--- src/rtl/burst_ca_pkg.sv ---
// burst_ca_pkg: shared state type and width helpers for the burst cacheline adaptor
package burst_ca_pkg;
   typedef enum logic [1:0] {IDLE, RD_BURST, WR_BURST, DONE} ca_state_e;
   function automatic int beats_f(int line_w, int bus_w);
      return line_w / bus_w;
   endfunction
   function automatic int cnt_w_f(int line_w, int bus_w);
      return $clog2(beats_f(line_w, bus_w));
   endfunction
   function automatic int ofs_w_f(int line_w);
      return $clog2(line_w / 8);
   endfunction
   function automatic int bofs_w_f(int bus_w);
      return $clog2(bus_w / 8);
   endfunction
   function automatic bit cfg_ok_f(int line_w, int bus_w);
      int b = beats_f(line_w, bus_w);
      return (bus_w % 8 == 0) && (line_w % bus_w == 0) && (b >= 2) && ((b & (b - 1)) == 0);
   endfunction
endpackage

--- src/rtl/burst_cacheline_adaptor_if.sv ---
// burst_ca_if: cache-side line bus and memory-side beat bus of the adaptor
interface burst_ca_if #(parameter int LINE_W = 256, parameter int BUS_W = 32, parameter int ADDR_W = 32);
   logic              ca_read;
   logic              ca_write;
   logic [ADDR_W-1:0] ca_addr;
   logic [LINE_W-1:0] ca_wdata;
   logic [LINE_W-1:0] ca_rdata;
   logic              ca_resp;
   logic              pmem_read;
   logic              pmem_write;
   logic [ADDR_W-1:0] pmem_addr;
   logic [BUS_W-1:0]  pmem_wdata;
   logic [BUS_W-1:0]  pmem_rdata;
   logic              pmem_resp;
   modport slave (input ca_read, ca_write, ca_addr, ca_wdata, pmem_rdata, pmem_resp,
                  output ca_rdata, ca_resp, pmem_read, pmem_write, pmem_addr, pmem_wdata);
   modport master (output ca_read, ca_write, ca_addr, ca_wdata, pmem_rdata, pmem_resp,
                   input ca_rdata, ca_resp, pmem_read, pmem_write, pmem_addr, pmem_wdata);
endinterface

--- src/rtl/burst_ca_beat_ctr.sv ---
// burst_ca_beat_ctr: beat counter; idx is the start beat offset by the count, modulo BEATS
module burst_ca_beat_ctr #(parameter int CNT_W = 3) (
   input  logic             clk,
   input  logic             rst_n,
   input  logic             i_clear,
   input  logic [CNT_W-1:0] i_start,
   input  logic             i_adv,
   output logic [CNT_W-1:0] o_idx,
   output logic             o_last
);
   logic [CNT_W-1:0] r_cnt;
   always_ff @(posedge clk or negedge rst_n)
      if (!rst_n) r_cnt <= '0;
      else r_cnt <= i_clear ? '0 : i_adv ? r_cnt + 1'b1 : r_cnt;
   assign o_idx  = i_start + r_cnt;
   assign o_last = &r_cnt;
endmodule

--- src/rtl/burst_cacheline_adaptor.sv ---
// burst_cacheline_adaptor: line <-> beat burst adaptor between L1 cache and memory.
// Define CA_WRAP_BURST_EN for critical-word-first wrap-around read bursts.
module burst_cacheline_adaptor
   import burst_ca_pkg::*;
#(
   parameter int LINE_W = 256,
   parameter int BUS_W  = 32,
   parameter int ADDR_W = 32
) (
   input logic      clk,
   input logic      rst_n,
   burst_ca_if.slave bus
);
   localparam int OFS_W  = ofs_w_f(LINE_W);
   localparam int BOFS_W = bofs_w_f(BUS_W);
   localparam int CNT_W  = cnt_w_f(LINE_W, BUS_W);
   if (!cfg_ok_f(LINE_W, BUS_W)) begin : g_bad_cfg
      $error("burst_cacheline_adaptor: LINE_W/BUS_W must be a power of two >= 2");
   end
   ca_state_e         r_state, w_next;
   logic [ADDR_W-1:0] r_base;
   logic [LINE_W-1:0] r_line, r_rdata;
   logic [CNT_W-1:0]  r_start, w_idx;
   logic              w_last, w_busy, w_beat, w_unused;
   assign w_busy   = (r_state == RD_BURST) || (r_state == WR_BURST);
   assign w_beat   = w_busy && bus.pmem_resp;
   assign w_unused = ^bus.ca_addr[OFS_W-1:0];
   burst_ca_beat_ctr #(.CNT_W(CNT_W)) u_ctr (
      .clk    (clk),
      .rst_n  (rst_n),
      .i_clear(r_state == IDLE),
      .i_start(r_start),
      .i_adv  (w_beat),
      .o_idx  (w_idx),
      .o_last (w_last)
   );
   always_comb begin
      w_next = r_state;
      unique case (r_state)
         IDLE:     w_next = bus.ca_read ? RD_BURST : bus.ca_write ? WR_BURST : IDLE;
         RD_BURST,
         WR_BURST: w_next = (w_beat && w_last) ? DONE : r_state;
         DONE:     w_next = IDLE;
         default:  w_next = IDLE;
      endcase
   end
   always_ff @(posedge clk or negedge rst_n)
      if (!rst_n) r_state <= IDLE;
      else r_state <= w_next;
   always_ff @(posedge clk or negedge rst_n)
      if (!rst_n) begin
         r_base  <= '0;
         r_line  <= '0;
         r_rdata <= '0;
         r_start <= '0;
      end else begin
         if (r_state == IDLE && (bus.ca_read || bus.ca_write)) begin
            r_base <= {bus.ca_addr[ADDR_W-1:OFS_W], {OFS_W{1'b0}}};
`ifdef CA_WRAP_BURST_EN
            r_start <= bus.ca_read ? bus.ca_addr[OFS_W-1:BOFS_W] : '0;
`else
            r_start <= '0;
`endif
            if (!bus.ca_read) r_line <= bus.ca_wdata;
         end
         if (w_beat && r_state == RD_BURST) r_rdata[int'(w_idx)*BUS_W +: BUS_W] <= bus.pmem_rdata;
      end
   assign bus.ca_rdata   = r_rdata;
   assign bus.ca_resp    = (r_state == DONE);
   assign bus.pmem_read  = (r_state == RD_BURST);
   assign bus.pmem_write = (r_state == WR_BURST);
   assign bus.pmem_addr  = w_busy ? r_base + (ADDR_W'(w_idx) << BOFS_W) : '0;
   assign bus.pmem_wdata = (r_state == WR_BURST) ? r_line[int'(w_idx)*BUS_W +: BUS_W] : '0;
endmodule

--- src/flat_wrapper.sv ---
// flat-port wrapper written by rule: the top's interface ports become plain ports
module burst_cacheline_adaptor_flat import burst_ca_pkg::*;
#(
   parameter int LINE_W = 256,
   parameter int BUS_W  = 32,
   parameter int ADDR_W = 32
)
  (clk, rst_n, bus_ca_read, bus_ca_write, bus_ca_addr, bus_ca_wdata, bus_pmem_rdata, bus_pmem_resp, bus_ca_rdata, bus_ca_resp, bus_pmem_read, bus_pmem_write, bus_pmem_addr, bus_pmem_wdata);
  burst_ca_if #(.LINE_W(LINE_W), .BUS_W(BUS_W), .ADDR_W(ADDR_W)) bus_i ();
  input logic clk;
  input logic rst_n;
  input wire logic [$bits(bus_i.ca_read)-1:0] bus_ca_read;
  input wire logic [$bits(bus_i.ca_write)-1:0] bus_ca_write;
  input wire logic [$bits(bus_i.ca_addr)-1:0] bus_ca_addr;
  input wire logic [$bits(bus_i.ca_wdata)-1:0] bus_ca_wdata;
  input wire logic [$bits(bus_i.pmem_rdata)-1:0] bus_pmem_rdata;
  input wire logic [$bits(bus_i.pmem_resp)-1:0] bus_pmem_resp;
  output wire logic [$bits(bus_i.ca_rdata)-1:0] bus_ca_rdata;
  output wire logic [$bits(bus_i.ca_resp)-1:0] bus_ca_resp;
  output wire logic [$bits(bus_i.pmem_read)-1:0] bus_pmem_read;
  output wire logic [$bits(bus_i.pmem_write)-1:0] bus_pmem_write;
  output wire logic [$bits(bus_i.pmem_addr)-1:0] bus_pmem_addr;
  output wire logic [$bits(bus_i.pmem_wdata)-1:0] bus_pmem_wdata;
  assign bus_i.ca_read = bus_ca_read;
  assign bus_i.ca_write = bus_ca_write;
  assign bus_i.ca_addr = bus_ca_addr;
  assign bus_i.ca_wdata = bus_ca_wdata;
  assign bus_i.pmem_rdata = bus_pmem_rdata;
  assign bus_i.pmem_resp = bus_pmem_resp;
  assign bus_ca_rdata = bus_i.ca_rdata;
  assign bus_ca_resp = bus_i.ca_resp;
  assign bus_pmem_read = bus_i.pmem_read;
  assign bus_pmem_write = bus_i.pmem_write;
  assign bus_pmem_addr = bus_i.pmem_addr;
  assign bus_pmem_wdata = bus_i.pmem_wdata;
  burst_cacheline_adaptor #(.LINE_W(LINE_W), .BUS_W(BUS_W), .ADDR_W(ADDR_W)) u_core (.clk(clk), .rst_n(rst_n), .bus(bus_i));
endmodule
--- config.mk ---
export PLATFORM = sky130hd
export DESIGN_NAME = burst_cacheline_adaptor_flat
export DESIGN_NICKNAME = d
export VERILOG_FILES = /design/src/rtl/burst_ca_pkg.sv /design/src/rtl/burst_cacheline_adaptor_if.sv /design/src/rtl/burst_ca_beat_ctr.sv /design/src/rtl/burst_cacheline_adaptor.sv /design/src/flat_wrapper.sv
export SDC_FILE = /design/constraint.sdc
export NUM_CORES = 1
export LEC_CHECK = 0
export CORE_AREA = 2 2 250 252
export CTS_CLUSTER_DIAMETER = 40
export DETAILED_ROUTE_END_ITERATION = 7
export DIE_AREA = 0 0 252 254
export PLACE_DENSITY = 0.67
export SLEW_MARGIN = 25
export SYNTH_ARGS = -nofsm -noshare
export SYNTH_HDL_FRONTEND = slang
export SYNTH_HIERARCHICAL = 1
export SYNTH_SLANG_ARGS = --single-unit
--- constraint.sdc ---
create_clock -name clk -period 6.22 [get_ports clk]
set_input_delay 0.933 -clock clk [delete_from_list [all_inputs] [get_ports clk]]
set_output_delay 0.933 -clock clk [all_outputs]
set_load 0.005 [all_outputs]
==> metrics.cfg, run 1 <==
[status]
status=complete, no violations

[grt]
antenna_found_initial=20
grt_overflow_total=0
grt_max_degree=130
grt_pass1_vias=17670
grt_pass1_wl_mm=111
grt_use_total=0.232

[yosys]
ys_top_cells_by_count=544 x dfrtp_1, 505 x mux2_2, 64 x nand2_1, 64 x o21ai_0, 61 x and2_1
postSynth.asyncResetShare=1.00
synth_most_common_cell=dfrtp_1
synth_flop_cell=dfrtp_1
synth_top_area_cell=dfrtp_1
synth_edf_count=0
synthDistinctLibCells=42
ys_top_cells_by_area=dfrtp_1 57%, mux2_2 24%, mux4_2 3.0%, mux2_4 1.8%, and2_1 1.6%
ys_seq_elements=544
synth_area_um2=24000
synth_top_area_share=0.568
synth_warnings=6
syn_inst=1704
seq_area_frac_synth=0.568
syn_avg_cell_area_um2=14.1

[finish]
final_util=0.560
final_layout_size_suffix_gt1_frac=0.316
fillers=4979
layout-area-overhead-vs-synth_pct=43.2
fin_nets=2686

[cts]
clk_pin_slew_ns=0.06
cts_tree=done
ctsResizeCount=0
cts_buffers=89
htree_levels=3
worstSkewPairLatency_ns=0.63
post_cts_buffers=0
ctsHoldBuffers=0
clock_sinks=544
ctsLongestPathBuffers=3
cts_root_buffer=clkbuf_16

[timing]
max_slew.worst_pin.slew_ns=1.03
maxSlewHeadroom=0.314
setup_viol=0
rsz0062_at_grt=false
period_minus_slack_ns=4.55
fin_worst_skew_ns=0.0260
period_share=0.731
tns_ns=0
fmax_mhz=220
drv_slew=0
hold_viol=0

[critical_path]
path_cells=ha_4, buf_12, mux4_2, o22ai_1, nor2_1, clkdlybuf4s50_1
startpoint_type=flip-flop
cpPeakStageDelay_ns=0.57
crit_arrival_ns=3.61
crit_path_end_kind=output pin
reg2reg_depth=6
cp_top_family=buffers and inverters
slowest_stage=mux4_2
critical_path_depth=6
path_class=flip-flop to output pin
crit_path_max_fanout=87
required_ns=5.29
critPathBufInv=2

[routing]
wl_per_cell_um=23.5
via_per_inst=5.16
first_pass_iters=5
ant_nets=0
drc_errors=0
routed_wirelength_mm=75.9
drt_iter0_markers=788
vias=16649

[floorplan]
core_um2=61300
chipHeight_um=254
dieWidth_um=252
ios=648
start_util=0.391
dieArea_um2=64000
rows=91

[place]
port_buffers=640
gp_congestion=0.835
dp.final_hpwl_mm=53.0

[power]
leakage_nw=15.0
p_per_area_nw_per_um2=519
ir_worst_vdd_v=0.000293

[flow_run]
cap_violations=0

[min_path]
hold_class=input port to asynchronous set/reset pin

==> sequential cells by signal, summed over array words and instances, names as in the netlist <==
signal               count
u_core/r_state           2
u_core/bus.ca_rdata    256
u_core/r_base           27
u_core/u_ctr/r_cnt       3
u_core/r_line          256
==> cells by family (layout without fill, tap and decap cells) <==
| group | Yosys count | after routing | share of synthesized area |
|---|---|---|---|
| AOI/OAI and AO/OA | 135 | 135 | 0.0338 |
| adders and majority gates | 11 | 11 | 0.00606 |
| and+or+nand+nor | 253 | 253 | 0.0582 |
| DFF | 544 | 544 | 0.568 |
| muxes | 605 | 605 | 0.302 |
| other | 1 | 17 | 0.000157 |
| buffers and inverters | 152 | 868 | 0.0302 |
| xor gates and xnor gates | 3 | 3 | 0.00110 |
==> routing by layer <==
| layer | global-route usage | vias to the layer above | routed length (um) |
|---|---|---|---|
| li1 | - | 7391 | - |
| met1 | 0.267 | 8441 | 29000 |
| met2 | 0.393 | 633 | 37500 |
| met3 | 0.0838 | 160 | 6770 |
| met4 | 0.0959 | 24 | 2520 |
| met5 | 0 | - | 163 |
==> placed cells by master (no fill, tap or decap), drive strengths merged, types with 2 or more instances in the layout <==
cell	count
clkdlybuf4s50	639
dfrtp	544
mux2	542
clkbuf	115
o21ai	65
nand2	64
and2	61
inv	48
and3	41
nor2	38
nor2b	35
mux4	32
o22ai	32
o31ai	32
mux2i	31
buf	30
clkinvlp	14
diode	12
clkinv	12
bufinv	10
ha	10
conb	5
xnor2	3
or2	2
nor4	2
nand2b	2
nor4bb	2
==> worst paths after layout <==
path | endpoint | start | slack, ns
max | bus_pmem_wdata[26] | u_core/u_ctr/r_cnt[0] | 1.67
min | u_core/bus.ca_rdata[82] | rst_n | 0.24
max reg2reg | u_core/bus.ca_rdata[145] | u_core/u_ctr/r_cnt[0] | 2.39
min reg2reg | u_core/bus.ca_rdata[3] | u_core/bus.ca_rdata[3] | 0.49
max in group asynchronous | u_core/r_line[126] | rst_n | 4.50
min in group clk | u_core/bus.ca_rdata[3] | u_core/bus.ca_rdata[3] | 0.49
==> worst reg2reg max path, delay by kind of cell (launching register included) <==
family          cells  cell delay [ns]
compound gates      1             1.02
fa+ha+maj           1             0.41
buf+inv             2             0.75
flops               1             0.43
mux                 1             0.38
simple gates        1             0.73
==> final cells by class <==
type	instances	area, um2	area share
clock inverters	50	647	0.0189
diodes	12	30.0	0.000875
repair buffers	669	6730	0.196
multi-input cells	1012	9730	0.284
clock buffers	115	2430	0.0710
flip-flops and latches	544	13600	0.397
well taps	790	988	0.0288
inverters	34	128	0.00372
==> power by group <==
group          total [mW]  switching (mW)  internal (mW)
clock                5.05            1.83           3.22
combinational        6.73            2.76           3.97
sequential           6.01           0.857           5.15
==> metrics by stage <==
step	std cells	worst slack [ns]	area [um2]	hold WS, ns	power [mW]
4_1_cts	3213	1.56	34200	0.446	18.0
2_1_floorplan	1708	3.20	24000	0.471	9.36
6_report	3226	1.67	34300	0.243	17.8
3_3_place_gp	3047	2.18	31100	0.473	12.6
5_1_grt	3220	1.47	34300	0.271	18.7
3_5_place_dp	3048	2.23	31100	0.480	12.8
Note: power is estimated with default switching activity, not from simulation.
==> inputs of run 2 (changes only) <==
- CORE_AREA: 2 2 250 252 -> 2 2 251 253
- DIE_AREA: 0 0 252 254 -> 0 0 253 255
- PLACE_DENSITY: 0.67 -> 0.69
- clock period: 6.22 -> 3.7 ns (I/O delays scaled with it)
==> run 2 against run 1 <==
Clock skew down 0.0068 ns. Clock power grew 65%. Sequential share of layout area decreased by 0.38 points. Setup slack lost 1.6 ns. Combinational power is 71% higher. Critical path type unchanged. Critical endpoint is now bus_pmem_wdata[12]. Largest cell class unchanged.
==> metrics.cfg, run 2 (synthesis results as in run 1) <==
[place]
dp.final_hpwl_mm=53.6
port_buffers=640
placed_cells=3084
place_area_um2=31500
gp_congestion=0.848

[finish]
fin_nets=2717
fillers=5021
mostFrequentLayoutCells=639 x clkdlybuf4s50_1, 544 x dfrtp_1, 505 x mux2_2
multi_input_area_um2=9750
layout-area-overhead-vs-synth_pct=44.6
final_layout_size_suffix_gt1_frac=0.328
final_cells=3264
regArea_um2=13600
final_common_cell=clkdlybuf4s50_1
final_cell_area_um2=34600

[timing]
setup_viol=0
hold_viol=0
period_minus_slack_ns=3.64
tns_ns=0
drv_slew=0
fin_worst_skew_ns=0.0192
fmax_mhz=275
max_slew.worst_pin.slew_ns=0.780
rsz0062_at_grt=false
maxSlewHeadroom=0.480
period_share=0.983

[routing]
via_per_inst=5.17
ant_nets=0
routed_wirelength_mm=76.2
drc_errors=0
first_pass_iters=5
drt_iter0_markers=810
vias=16886
wl_per_cell_um=23.3

[grt]
antenna_found_initial=23
grt_pass1_wl_mm=112
grt_max_degree=89
grt_use_total=0.231
grt_pass1_vias=18109
grt_overflow_total=0

[min_path]
hp-start=u_core/bus.ca_rdata[140]
hold_class=flip-flop to flip-flop

[power]
switching_power_mw=9.16
p_sw_frac=0.305
power_frac_comb=0.385
leakage_nw=15.2
pwr-share-clk=0.278
intPower_mw=20.8
finalPower_mw=30.0
p_per_area_nw_per_um2=866
seqPwrFrac=0.337
ir_worst_vdd_v=0.000528

[cts]
clock_sinks=544
cts_tree=done
cts_buffers=86
cts_root_buffer=clkbuf_16
ctsLongestPathBuffers=3
worstSkewPairLatency_ns=0.61
clk_pin_slew_ns=0.06
htree_levels=3

[critical_path]
required_ns=3.14
path_class=flip-flop to output pin
crit_path_end_kind=output pin
crit_path_max_fanout=32
crit_arrival_ns=3.08
r2r-start=u_core/u_ctr/r_cnt[1]
startpoint_type=flip-flop
critPathLaunch=u_core/u_ctr/r_cnt[1]

[flow_run]
cap_violations=0

[floorplan]
dieArea_um2=64500
rows=92
ios=648
chipHeight_um=255
core_um2=62200
dieWidth_um=253
start_util=0.385

[status]
status=complete, no violations

==> run 2: cell types whose count changed in the layout (fill, tap and decap cells not counted), sizes merged <==
cell         previous run  this run
buf                    30        62
clkbuf                115       101
clkinv                 12        24
clkinvlp               14         8
diode                  12        14
bufinv                 10        11
dlygate4sd3             0         1
or2                     2         3
==> run 2: layout make-up <==
cell class                 count  share of cell area
tap                          799              0.0289
timing repair buffer         702               0.204
clock buffer                 101              0.0667
antenna                       14             0.00101
sequential                   544               0.393
clock inverter                57              0.0209
multi-input combinational   1013               0.281
inverter                      34             0.00368
==> run 2: through the flow <==
step | worst slack, ns | hold WS [ns] | util
4_1_cts | 0.0280 | 0.491 | 0.557
5_1_grt | 0.00349 | 0.509 | 0.557
3_3_place_gp | 0.377 | 0.468 | 0.506
6_report | 0.0612 | 0.487 | 0.557
2_1_floorplan | 0.680 | 0.259 | -
3_5_place_dp | 0.311 | 0.478 | 0.506
==> run 2: layer usage <==
| metal | wire length (um) | track usage |
|---|---|---|
| met1 | 29000 | 0.262 |
| met3 | 7050 | 0.0888 |
| met5 | 161 | 0 |
| met4 | 2630 | 0.0952 |
| met2 | 37400 | 0.393 |
==> run 2: final timing paths <==
path                            cells after the start  slack, ns                       end
worst max register to register                      8       0.39  u_core/bus.ca_rdata[183]
worst max-delay path                                6       0.06        bus_pmem_wdata[12]
worst min-delay path                                1       0.49  u_core/bus.ca_rdata[140]
worst min register to register                      1       0.49  u_core/bus.ca_rdata[140]
min in group asynchronous                           2       0.55   u_core/bus.ca_rdata[52]
max in group asynchronous                           4       2.05          u_core/r_line[8]
==> run 2: critical path: stages, from the launching register on <==
cell and delay, ns:
dfrtp_1 0.42, fa_2 0.59, inv_1 0.18, buf_12 0.24, o22ai_1 0.15, nor2_1 0.30
clkdlybuf4s50_1 0.57
==> run 2: power by group through the flow <==
stage	logic (mW)	registers, mW	clock network [mW]
global route	12.4	10.4	8.79
floorplan	5.91	9.82	0
global placement	11.2	10.0	0
detailed placement	11.5	10.2	0
finish	11.5	10.1	8.34
CTS	11.7	10.1	8.50
==> run 2: repair_timing <==
action                                 in CTS  in global routing
setup endpoints to repair                  32                  3
cloned                                      1                  0
endpoints found under the hold margin      44                  0
pin swaps                                   3                  0
hold buffers                                1                  0
resized for setup                           5                  1
buffers inserted                            6                  0
